--- config.mk ---
export PLATFORM = sky130hd
export DESIGN_NAME = dsc_byp_h2c_buf
export DESIGN_NICKNAME = d
export VERILOG_FILES = /design/src/rtl/dsc_byp_pkg.sv /design/src/rtl/dsc_byp_fifo.sv /design/src/rtl/dsc_byp_h2c_buf.sv
export SDC_FILE = /design/constraint.sdc
export NUM_CORES = 2
export LEC_CHECK = 0
export BUFFER_PORTS_ARGS = -buffer_cell sky130_fd_sc_hd__buf_4
export CORE_ASPECT_RATIO = 2
export CORE_MARGIN = 3
export CORE_UTILIZATION = 57
export CTS_BUF_LIST = sky130_fd_sc_hd__clkbuf_8
export DETAILED_ROUTE_END_ITERATION = 7
export PLACE_DENSITY = 0.73
export SYNTH_ARGS = -nofsm -noshare
export SYNTH_HDL_FRONTEND = slang
export SYNTH_SLANG_ARGS = --single-unit
--- constraint.sdc ---
create_clock -name axi_aclk -period 18.4 [get_ports axi_aclk]
set_clock_uncertainty 0.05 [all_clocks]
set_input_delay 1.84 -clock axi_aclk [delete_from_list [all_inputs] [get_ports axi_aclk]]
set_output_delay 1.84 -clock axi_aclk [all_outputs]
set_load 0.005 [all_outputs]
--- src/rtl/dsc_byp_pkg.sv ---
// dsc_byp_pkg: bypass-in descriptor structs, raw-descriptor bit positions and
// the decode helpers shared by the H2C descriptor-bypass buffer.
package dsc_byp_pkg;

    // Only the low 192 bits of the raw bypass-out descriptor carry fields.
    localparam int DSC_MIN_W = 192;
    // Width of the qid field in the bypass-in structs; QID_W must not exceed it.
    localparam int DSC_QID_W = 11;
    localparam int ADDR_W    = 64;

    // MM raw-descriptor layout
    localparam int MM_RADR_LSB = 0;
    localparam int MM_LEN_LSB  = 64;
    localparam int MM_LEN_W    = 28;
    localparam int MM_EOP_BIT  = 94;
    localparam int MM_WADR_LSB = 128;

    // ST raw-descriptor layout
    localparam int ST_LEN_LSB  = 32;
    localparam int ST_LEN_W    = 16;
    localparam int ST_SOP_BIT  = 48;
    localparam int ST_EOP_BIT  = 49;
    localparam int ST_ADDR_LSB = 64;

    // Sideband fields copied unchanged into either path
    typedef struct packed {
        logic [DSC_QID_W-1:0] qid;
        logic                 error;
        logic [7:0]           func;
        logic [15:0]          cidx;
        logic [2:0]           port_id;
    } byp_side_t;

    typedef struct packed {
        logic [ADDR_W-1:0]    radr;
        logic [ADDR_W-1:0]    wadr;
        logic [MM_LEN_W-1:0]  len;
        logic                 mrkr_req;
        logic                 sdi;
        logic [DSC_QID_W-1:0] qid;
        logic                 error;
        logic [7:0]           func;
        logic [15:0]          cidx;
        logic [2:0]           port_id;
        logic                 no_dma;
    } mm_dsc_t;

    typedef struct packed {
        logic [ADDR_W-1:0]    addr;
        logic [ST_LEN_W-1:0]  len;
        logic                 eop;
        logic                 sop;
        logic                 mrkr_req;
        logic                 sdi;
        logic [DSC_QID_W-1:0] qid;
        logic                 error;
        logic [7:0]           func;
        logic [15:0]          cidx;
        logic [2:0]           port_id;
        logic                 no_dma;
    } st_dsc_t;

    // Decode a raw descriptor into an MM bypass-in entry
    function automatic mm_dsc_t decode_mm(input logic [DSC_MIN_W-1:0] dsc,
                                          input byp_side_t            side,
                                          input logic                 mrkr_req,
                                          input logic                 sdi_on_eop);
        mm_dsc_t d;
        d.radr     = dsc[MM_RADR_LSB +: ADDR_W];
        d.wadr     = dsc[MM_WADR_LSB +: ADDR_W];
        d.len      = dsc[MM_LEN_LSB +: MM_LEN_W];
        d.mrkr_req = mrkr_req;
        d.sdi      = sdi_on_eop ? dsc[MM_EOP_BIT] : 1'b1;
        d.qid      = side.qid;
        d.error    = side.error;
        d.func     = side.func;
        d.cidx     = side.cidx;
        d.port_id  = side.port_id;
        d.no_dma   = 1'b0;
        return d;
    endfunction

    // Decode a raw descriptor into an ST bypass-in entry
    function automatic st_dsc_t decode_st(input logic [DSC_MIN_W-1:0] dsc,
                                          input byp_side_t            side,
                                          input logic                 mrkr_req);
        st_dsc_t d;
        d.addr     = dsc[ST_ADDR_LSB +: ADDR_W];
        d.len      = dsc[ST_LEN_LSB +: ST_LEN_W];
        d.eop      = dsc[ST_EOP_BIT];
        d.sop      = dsc[ST_SOP_BIT];
        d.mrkr_req = mrkr_req;
        d.sdi      = 1'b1;
        d.qid      = side.qid;
        d.error    = side.error;
        d.func     = side.func;
        d.cidx     = side.cidx;
        d.port_id  = side.port_id;
        d.no_dma   = 1'b0;
        return d;
    endfunction

    // Saturating 32-bit increment for the statistics counters
    function automatic logic [31:0] sat_inc(input logic [31:0] v, input logic en);
        return (en && v != 32'hFFFF_FFFF) ? v + 32'd1 : v;
    endfunction

endpackage

--- src/rtl/dsc_byp_fifo.sv ---
// dsc_byp_fifo: first-word-fall-through FIFO of an arbitrary packed type.
// Pointers carry an extra wrap bit so level = wptr - rptr covers 0..DEPTH.
// The full flag is registered, so a pop never opens space in the same cycle.
module dsc_byp_fifo #(
    parameter type T         = logic [7:0],
    parameter int  DEPTH     = 8,
    localparam int AW        = $clog2(DEPTH)
) (
    input  logic        clk,
    input  logic        rst_n,
    input  logic        push,
    input  T            din,
    output logic        full,
    input  logic        pop,
    output T            dout,
    output logic        empty,
    output logic [AW:0] level
);

    localparam logic [AW:0] PTR_ONE  = (AW + 1)'(1);
    localparam logic [AW:0] FULL_LVL = (AW + 1)'(DEPTH);

    T            mem [DEPTH];
    logic [AW:0] wptr;
    logic [AW:0] rptr;
    logic [AW:0] level_nxt;
    logic        full_q;
    logic        wr_en;
    logic        rd_en;

    assign empty     = (wptr == rptr);
    assign full      = full_q;
    assign wr_en     = push & ~full_q;
    assign rd_en     = pop & ~empty;
    assign level     = wptr - rptr;
    assign level_nxt = level + (wr_en ? PTR_ONE : '0) - (rd_en ? PTR_ONE : '0);

    // Pointer and full-flag state
    always_ff @(posedge clk or negedge rst_n) begin
        // NOTE: state uses non-blocking assignments so every flop samples
        // pre-edge values regardless of process evaluation order.
        if (!rst_n) begin
            wptr   <= '0;
            rptr   <= '0;
            full_q <= 1'b0;
        end else begin
            if (wr_en) wptr <= wptr + PTR_ONE;
            if (rd_en) rptr <= rptr + PTR_ONE;
            full_q <= (level_nxt == FULL_LVL);
        end
    end

    // Storage write
    always_ff @(posedge clk) begin
        // NOTE: the array has no reset; stale entries are never visible
        // because the read side masks the head with the empty flag.
        if (wr_en) mem[wptr[AW-1:0]] <= din;
    end

    // Head presentation: zero while empty, otherwise the oldest entry
    always_comb begin
        // NOTE: default first so no path leaves dout unassigned (no latch).
        dout = '0;
        if (!empty) dout = mem[rptr[AW-1:0]];
    end

endmodule

--- src/rtl/dsc_byp_h2c_buf.sv ---
// dsc_byp_h2c_buf: buffered H2C descriptor-bypass loopback. Decodes QDMA
// bypass-out descriptors into MM or ST bypass-in entries, each path queued in
// its own FIFO, and turns marker responses into one-cycle pulses.
// Optional macro DSC_BYP_STATS_EN adds the h2c_byp_stats counter port.
module dsc_byp_h2c_buf
    import dsc_byp_pkg::*;
#(
    parameter int  DSC_W      = 256,
    parameter int  QID_W      = 11,
    parameter int  FIFO_DEPTH = 8,
    parameter int  SDI_ON_EOP = 1,
    localparam int LVL_W      = $clog2(FIFO_DEPTH) + 1
) (
    input  logic              axi_aclk,
    input  logic              axi_aresetn,
    input  logic              h2c_dsc_bypass,
    input  logic              h2c_mm_marker_req,
    input  logic              h2c_st_marker_req,
    output logic              h2c_mm_marker_rsp,
    output logic              h2c_st_marker_rsp,
    input  logic [DSC_W-1:0]  h2c_byp_out_dsc,
    input  logic              h2c_byp_out_mrkr_rsp,
    input  logic              h2c_byp_out_st_mm,
    input  logic              h2c_byp_out_error,
    input  logic [QID_W-1:0]  h2c_byp_out_qid,
    input  logic [7:0]        h2c_byp_out_func,
    input  logic [15:0]       h2c_byp_out_cidx,
    input  logic [2:0]        h2c_byp_out_port_id,
    input  logic              h2c_byp_out_vld,
    output logic              h2c_byp_out_rdy,
    output mm_dsc_t           h2c_byp_in_mm,
    output logic              h2c_byp_in_mm_vld,
    input  logic              h2c_byp_in_mm_rdy,
    output st_dsc_t           h2c_byp_in_st,
    output logic              h2c_byp_in_st_vld,
    input  logic              h2c_byp_in_st_rdy,
`ifdef DSC_BYP_STATS_EN
    output logic [3:0][31:0]  h2c_byp_stats,
`endif
    output logic [LVL_W-1:0]  mm_level,
    output logic [LVL_W-1:0]  st_level
);

    logic      accept;
    logic      is_mrkr;
    logic      is_mm;
    logic      mm_full;
    logic      st_full;
    logic      mm_empty;
    logic      st_empty;
    logic      mm_push;
    logic      st_push;
    logic      mm_pop;
    logic      st_pop;
    byp_side_t side;
    mm_dsc_t   mm_wr;
    st_dsc_t   st_wr;

    assign is_mrkr = h2c_byp_out_mrkr_rsp;
    assign is_mm   = h2c_byp_out_st_mm;

    // Marker responses and bypass-off traffic are always taken; descriptors
    // otherwise wait for space in the FIFO selected by st_mm.
    assign h2c_byp_out_rdy = is_mrkr | ~h2c_dsc_bypass | (is_mm ? ~mm_full : ~st_full);
    assign accept          = h2c_byp_out_vld & h2c_byp_out_rdy;

    assign mm_push = accept & ~is_mrkr & h2c_dsc_bypass & is_mm;
    assign st_push = accept & ~is_mrkr & h2c_dsc_bypass & ~is_mm;

    assign side.qid     = DSC_QID_W'(h2c_byp_out_qid);
    assign side.error   = h2c_byp_out_error;
    assign side.func    = h2c_byp_out_func;
    assign side.cidx    = h2c_byp_out_cidx;
    assign side.port_id = h2c_byp_out_port_id;

    assign mm_wr = decode_mm(h2c_byp_out_dsc[DSC_MIN_W-1:0], side,
                             h2c_mm_marker_req, SDI_ON_EOP != 0);
    assign st_wr = decode_st(h2c_byp_out_dsc[DSC_MIN_W-1:0], side,
                             h2c_st_marker_req);

    // Bits above the decoded range are reserved and ignored.
    generate
        if (DSC_W > DSC_MIN_W) begin : g_dsc_hi
            logic unused_dsc_hi;
            assign unused_dsc_hi = ^h2c_byp_out_dsc[DSC_W-1:DSC_MIN_W];
        end
    endgenerate

    dsc_byp_fifo #(
        .T     (mm_dsc_t),
        .DEPTH (FIFO_DEPTH)
    ) u_mm_fifo (
        .clk   (axi_aclk),
        .rst_n (axi_aresetn),
        .push  (mm_push),
        .din   (mm_wr),
        .full  (mm_full),
        .pop   (mm_pop),
        .dout  (h2c_byp_in_mm),
        .empty (mm_empty),
        .level (mm_level)
    );

    dsc_byp_fifo #(
        .T     (st_dsc_t),
        .DEPTH (FIFO_DEPTH)
    ) u_st_fifo (
        .clk   (axi_aclk),
        .rst_n (axi_aresetn),
        .push  (st_push),
        .din   (st_wr),
        .full  (st_full),
        .pop   (st_pop),
        .dout  (h2c_byp_in_st),
        .empty (st_empty),
        .level (st_level)
    );

    assign h2c_byp_in_mm_vld = ~mm_empty;
    assign h2c_byp_in_st_vld = ~st_empty;
    assign mm_pop            = h2c_byp_in_mm_vld & h2c_byp_in_mm_rdy;
    assign st_pop            = h2c_byp_in_st_vld & h2c_byp_in_st_rdy;

    // One-cycle marker-response pulse on the cycle after acceptance
    always_ff @(posedge axi_aclk or negedge axi_aresetn) begin
        if (!axi_aresetn) begin
            h2c_mm_marker_rsp <= 1'b0;
            h2c_st_marker_rsp <= 1'b0;
        end else begin
            h2c_mm_marker_rsp <= accept & is_mrkr & is_mm;
            h2c_st_marker_rsp <= accept & is_mrkr & ~is_mm;
        end
    end

`ifdef DSC_BYP_STATS_EN
    logic [3:0][31:0] stats_q;
    logic             drop;
    logic             mrkr_seen;

    assign drop      = accept & ~is_mrkr & ~h2c_dsc_bypass;
    assign mrkr_seen = accept & is_mrkr;

    // Saturating counters: MM pops, ST pops, drops, marker responses
    always_ff @(posedge axi_aclk or negedge axi_aresetn) begin
        if (!axi_aresetn) begin
            stats_q <= '0;
        end else begin
            stats_q[0] <= sat_inc(stats_q[0], mm_pop);
            stats_q[1] <= sat_inc(stats_q[1], st_pop);
            stats_q[2] <= sat_inc(stats_q[2], drop);
            stats_q[3] <= sat_inc(stats_q[3], mrkr_seen);
        end
    end

    assign h2c_byp_stats = stats_q;
`endif

endmodule

; Word level (Yosys, flattened, before mapping)
; Memories as Yosys holds them, arrays and structs flattened.
; Index checks and enable logic that the tools add are counted.
[word_totals]
regBits = 20
latchBits = 0
mem_bits_rw = 2552
mem_bits_ro = 0
inputBits = 305
word_cells = 58
memories = 2
[mem_list]
columns = memory, words, word_bits, read_ports, rd_clocked_by_memory_dff, write_ports, line
row1 = u_mm_fifo.mem, 8, 197, 1, 0, 1, dsc_byp_fifo.sv:23  ; T mem [DEPTH];
row2 = u_st_fifo.mem, 8, 122, 1, 0, 1, dsc_byp_fifo.sv:23
[op_classes]
addsub = 10
n_mul = 0
div_mod_pow = 0
order_cmp = 0
eq_ne = 4
shifts = 0
muxes = 11
bitwise = 23
reduce_logical = 0
[op_table]
columns = operator, count
row1 = 2-to-1 mux 198 bit, 1
row2 = 2-to-1 mux 124 bit, 1
row3 = adder 4 x 1 -> 4 bit (second input constant), 4
row4 = subtractor 4 bit, 4
row5 = AND 1 bit, 14
row6 = 2-to-1 mux 1 bit, 9
row7 = adder 4 bit, 2
row8 = == test 4 bit, 2
row9 = == test 4 bit (second input constant), 2
row10 = inverter 1 bit, 7
row11 = OR 1 bit, 2

; Logic depth before layout (Yosys ltp)
[logic_depth]
word_depth = 12
mapped_depth = 16

; Cells and area by module
; Synthesis repeated with hierarchy kept, for this count alone.
[hier_totals]
cells_unflattened = 4600
hier_area_um2 = 98658.4
[by_module_without_submodules]
columns = mod, instances, cells_per_inst, area_each_um2, seq_area_each_um2
row1 = dsc_byp_fifo at u_mm_fifo, 1, 2801, 60421.7, 47790.8
row2 = dsc_byp_fifo at u_st_fifo, 1, 1783, 38105.3, 30013.8
row3 = dsc_byp_h2c_buf, 1, 16, 131.4, 50.0

; Least setup slack after synthesis
; Ideal clock, no wire load.
[synth_timing]
path_type = in2reg
startpoint = input h2c_byp_out_mrkr_rsp
endpoint = memory u_mm_fifo.mem[0][0] (netlist bit) (enable)
arrival_time_ns = 15.831
required_ns = 17.355
setup_slack_ns = 1.524
path_stages = 4
path_buffers = 0
cell_sequence = nand3b_1 -> nor3b_2 -> nand2b_1 -> nor3_1
[synth_between]
elab_chain_len = 9
[synth_lines]
columns = item, line
row1 = "start, declared", dsc_byp_h2c_buf.sv:22  ; input logic h2c_byp_out_mrkr_rsp,
row2 = OR 1 bit (2 in series), dsc_byp_h2c_buf.sv:64  ; assign h2c_byp_out_rdy = is_mrkr | ~h2c_dsc_bypass | (is_mm ? ~mm_full : ~st_full);
row3 = AND 1 bit, dsc_byp_h2c_buf.sv:65  ; assign accept = h2c_byp_out_vld & h2c_byp_out_rdy;
row4 = AND 1 bit * (3 in series), dsc_byp_h2c_buf.sv:67  ; assign mm_push = accept & ~is_mrkr & h2c_dsc_bypass & is_mm;
row5 = AND 1 bit *, dsc_byp_fifo.sv:33  ; assign wr_en = push & ~full_q;
row6 = via u_mm_fifo.wr_en, dsc_byp_fifo.sv:28  ; logic wr_en;
row7 = 2-to-1 mux 1 bit *, dsc_byp_fifo.sv:57  ; if (wr_en) mem[wptr[AW-1:0]] <= din;
row8 = 2-to-1 mux 1 bit (not written as such) *, dsc_byp_fifo.sv:57
row9 = "end, declared", dsc_byp_fifo.sv:23
; The timed path passes the listed nets; every way through them passes the cells marked *.

==> results.json <==
{
  "status": "finished clean",
  "slew_viol_final": 0,
  "syn_to_final_growth_pct": 13.7,
  "clockRootBuffer": "clkbuf_8",
  "fp.coreArea_um2": 170000,
  "power.internal_mw": 11.2,
  "fin_tns_setup_ps": 0,
  "place.gp.congestion": 0.740,
  "ant_nets": 0,
  "clock-sinks": 2572,
  "critical_path_peak_fanout": 48,
  "worstSkewPairLatency_ps": 900,
  "crit_arrival_ps": 6040,
  "vdd_drop_max_mv": 0.169,
  "grt_overflow": 0,
  "tightest_slew_ps": 1100,
  "vias": 47800,
  "max-slew-margin-rel_pct": 26.6,
  "synth.largest_area_cell": "edfxtp_1",
  "dieArea_um2": 177000,
  "rows": 214,
  "drt-total-wl_um": 221000,
  "power.density_nw_per_um2": 147,
  "nFillCells": 11300,
  "drt_pre_antenna_iters": 5,
  "grt_max_degree": 127,
  "pin_count": 640,
  "clk_pin_slew_worst_paths_ps": 70,
  "r2r_start": "u_st_fifo.rptr[2]$_DFFE_PN0P_",
  "required_ps": 16510,
  "layout-drive-gt1-share_pct": 31.9,
  "cp-end-kind": "primary output",
  "via_per_inst": 6.10,
  "layout.nets": 5625,
  "critPathLaunchType": "flip-flop",
  "htree_num_levels": 5,
  "cts_inserted_buffers": 343,
  "grt_pass1_vias": 50400,
  "antenna_found_initial": 23,
  "ctsResizeCount": 0,
  "synth_seq_cells": 2572,
  "dpl.hpwl_um": 113000,
  "ys_warn_count": 0,
  "cts_setup_buffers": 0,
  "syn_avg_cell_area_um2": 21.4,
  "critPathKind": "flip-flop to primary output",
  "die_h_um": 592,
  "grt_usage_pct": 25.3,
  "hold_viol_final": 0,
  "period_needed_ps": 7930,
  "yosysSeqAreaShare_pct": 78.9,
  "cts_tree": "yes",
  "rsz0062_at_grt": "false",
  "clock.fmax_mhz": 126,
  "drt_first_iter_violations": 4006,
  "comb_power_share_pct": 33.3,
  "initial_utilization_pct": 57.4,
  "die_x_um": 299,
  "ff2ff_path_depth": 14,
  "regToRegSetupSlack_ps": 12520,
  "port_buffers": 573,
  "clk_path_buf_depth": 4,
  "hold_class": "flip-flop to flip-flop",
  "p_leak_nw": 36.4,
  "netlist_instances": 4562,
  "setup_viol": 0,
  "grt_pass1_wl_um": 329000,
  "synthDistinctLibCells": 35,
  "synthFlopType": "edfxtp_1",
  "holdBufCountCts": 0,
  "drc": 0,
  "drv_cap": 0,
  "async_flop_share_pct": 0.778,
  "syn_area_um2": 97800,
  "synth-edff-count": 2552,
  "endpoint": "h2c_byp_in_mm[95]",
  "pwr-share-seq_pct": 41.3,
  "power_switching_mw": 5.11,
  "wl_per_cell_um": 28.2,
  "period_share_pct": 43.1,
  "startpoint": "u_mm_fifo.rptr[0]$_DFFE_PN0P_",
  "r2r_end": "u_st_fifo.full$_DFF_PN0_",
  "finalPower_mw": 16.3,
  "clkPwrFrac_pct": 25.4,
  "switching_share_pct": 31.3,
  "ys_top_cells_by_area": "edfxtp_1, mux4_2, nand2_1",
  "synth_top_cell_area_share_pct": 78.4
}
## flip-flops by register name (all words and copies together) (netlist names), 4 cells and up
register / flops
u_mm_fifo.mem: 1576
u_mm_fifo.rptr: 4
u_st_fifo.mem: 976
u_st_fifo.rptr: 4
u_st_fifo.wptr: 4
u_mm_fifo.wptr: 4
## cells by family after synthesis
kind of cell               share of synthesized area [%]
AOI/OAI and AO/OA                                   1.75
xor gates and xnor gates                           0.161
adders and majority gates                          0.312
buffers and inverters                               1.37
DFF                                                 78.9
muxes                                               14.7
other                                            0.00384
and+or+nand+nor                                     2.78
## power groups by stage
stage | combinational (mW) | sequential, mW | clock [mW]
global placement | 5.47 | 6.87 | 0
global route | 5.87 | 6.77 | 4.50
finish | 5.43 | 6.75 | 4.15
CTS | 5.53 | 6.75 | 4.26
floorplan | 3.24 | 6.76 | 0
detailed placement | 5.51 | 6.88 | 0
## synthesized netlist by cell type (3+ instances only)
cell	n
edfxtp_1	2552
nand2_1	650
mux4_2	638
a21oi_1	325
clkbuf_1	105
buf_4	63
buf_2	56
buf_1	28
inv_1	21
dfrtp_1	20
ha_1	18
nand3_1	11
nor2_1	9
xnor2_1	9
xor2_1	9
nor3_1	6
and3_1	5
and2_1	4
fa_1	4
nand3b_1	4
nand2b_1	3
## layout make-up
cell class	instances	area (um^2)	area share, %
flip-flops and latches	2572	77200	69.4
clock buffers	355	4890	4.40
repair buffers	642	5020	4.52
multi-input cells	1716	19400	17.5
clock inverters	257	1700	1.53
inverters	23	111	0.100
well taps	2268	2840	2.55
diodes	10	25.0	0.0225
## metal layers
metal / wire, um / GRT usage (%) / up-vias
met4: 5060 / 7.18 / 30
met2: 113000 / 42.4 / 2033
met5: 223 / 0 / -
li1: - / - / 20100
met3: 20600 / 7.07 / 369
met1: 82600 / 33.0 / 25300
## cells in the final DEF (no fill, tap or decap), drive strengths merged, types with 2 or more instances in the layout
cell	Yosys	layout
nand3	11	11
and3	5	5
buf	147	642
nand4	2	2
ha	18	18
o21ai	2	2
nand2	650	650
diode	0	10
nand3b	4	4
a21oi	325	325
mux4	638	638
fa	4	4
inv	23	108
a21o	2	2
edfxtp	2552	2552
xnor2	9	9
clkbuf	105	355
a211o	2	2
dfrtp	20	20
clkinv	0	136
nand2b	3	3
bufinv	0	21
mux2	2	2
xor2	9	9
conb	1	2
a2111oi	2	2
nor3	6	6
clkinvlp	0	15
and2	4	4
nor3b	2	2
nor2	10	10
o211ai	2	2
## through the flow
stage | cells | hold slack [ps] | util, % | setup slack (ps) | cell area [um^2]
after floorplan | 4563 | 411 | - | 1520 | 97800
after detailed placement | 7221 | 433 | 61.4 | 11150 | 105000
after global placement | 7221 | 431 | 61.4 | 11150 | 105000
final | 7843 | 446 | 65.3 | 10470 | 111000
after global routing | 7840 | 467 | 65.3 | 9780 | 111000
after CTS | 7833 | 446 | 65.2 | 10090 | 111000
## worst min-delay path by stage
stage	startpoint	to	slack (ps)	cells past startpoint
after floorplan	u_st_fifo.rptr[3]$_DFFE_PN0P_	u_st_fifo.rptr[3]$_DFFE_PN0P_	410	1
after global placement	u_mm_fifo.wptr[3]$_DFFE_PN0P_	u_mm_fifo.wptr[3]$_DFFE_PN0P_	430	1
after detailed placement	u_mm_fifo.wptr[3]$_DFFE_PN0P_	u_mm_fifo.wptr[3]$_DFFE_PN0P_	430	1
after CTS	u_mm_fifo.wptr[3]$_DFFE_PN0P_	u_mm_fifo.wptr[3]$_DFFE_PN0P_	450	1
after global routing	u_mm_fifo.wptr[3]$_DFFE_PN0P_	u_mm_fifo.wptr[3]$_DFFE_PN0P_	470	1
final	u_mm_fifo.wptr[3]$_DFFE_PN0P_	u_mm_fifo.wptr[3]$_DFFE_PN0P_	450	1
## critical path: stages (launching register included)
cell and delay (ps):
dfrtp_4 820, buf_4 880, buf_4 860, buf_4 620
buf_4 770, mux4_2 600, nand2_1 110, a21oi_1 120
buf_4 210
Power figures use the tool's default switching activity.
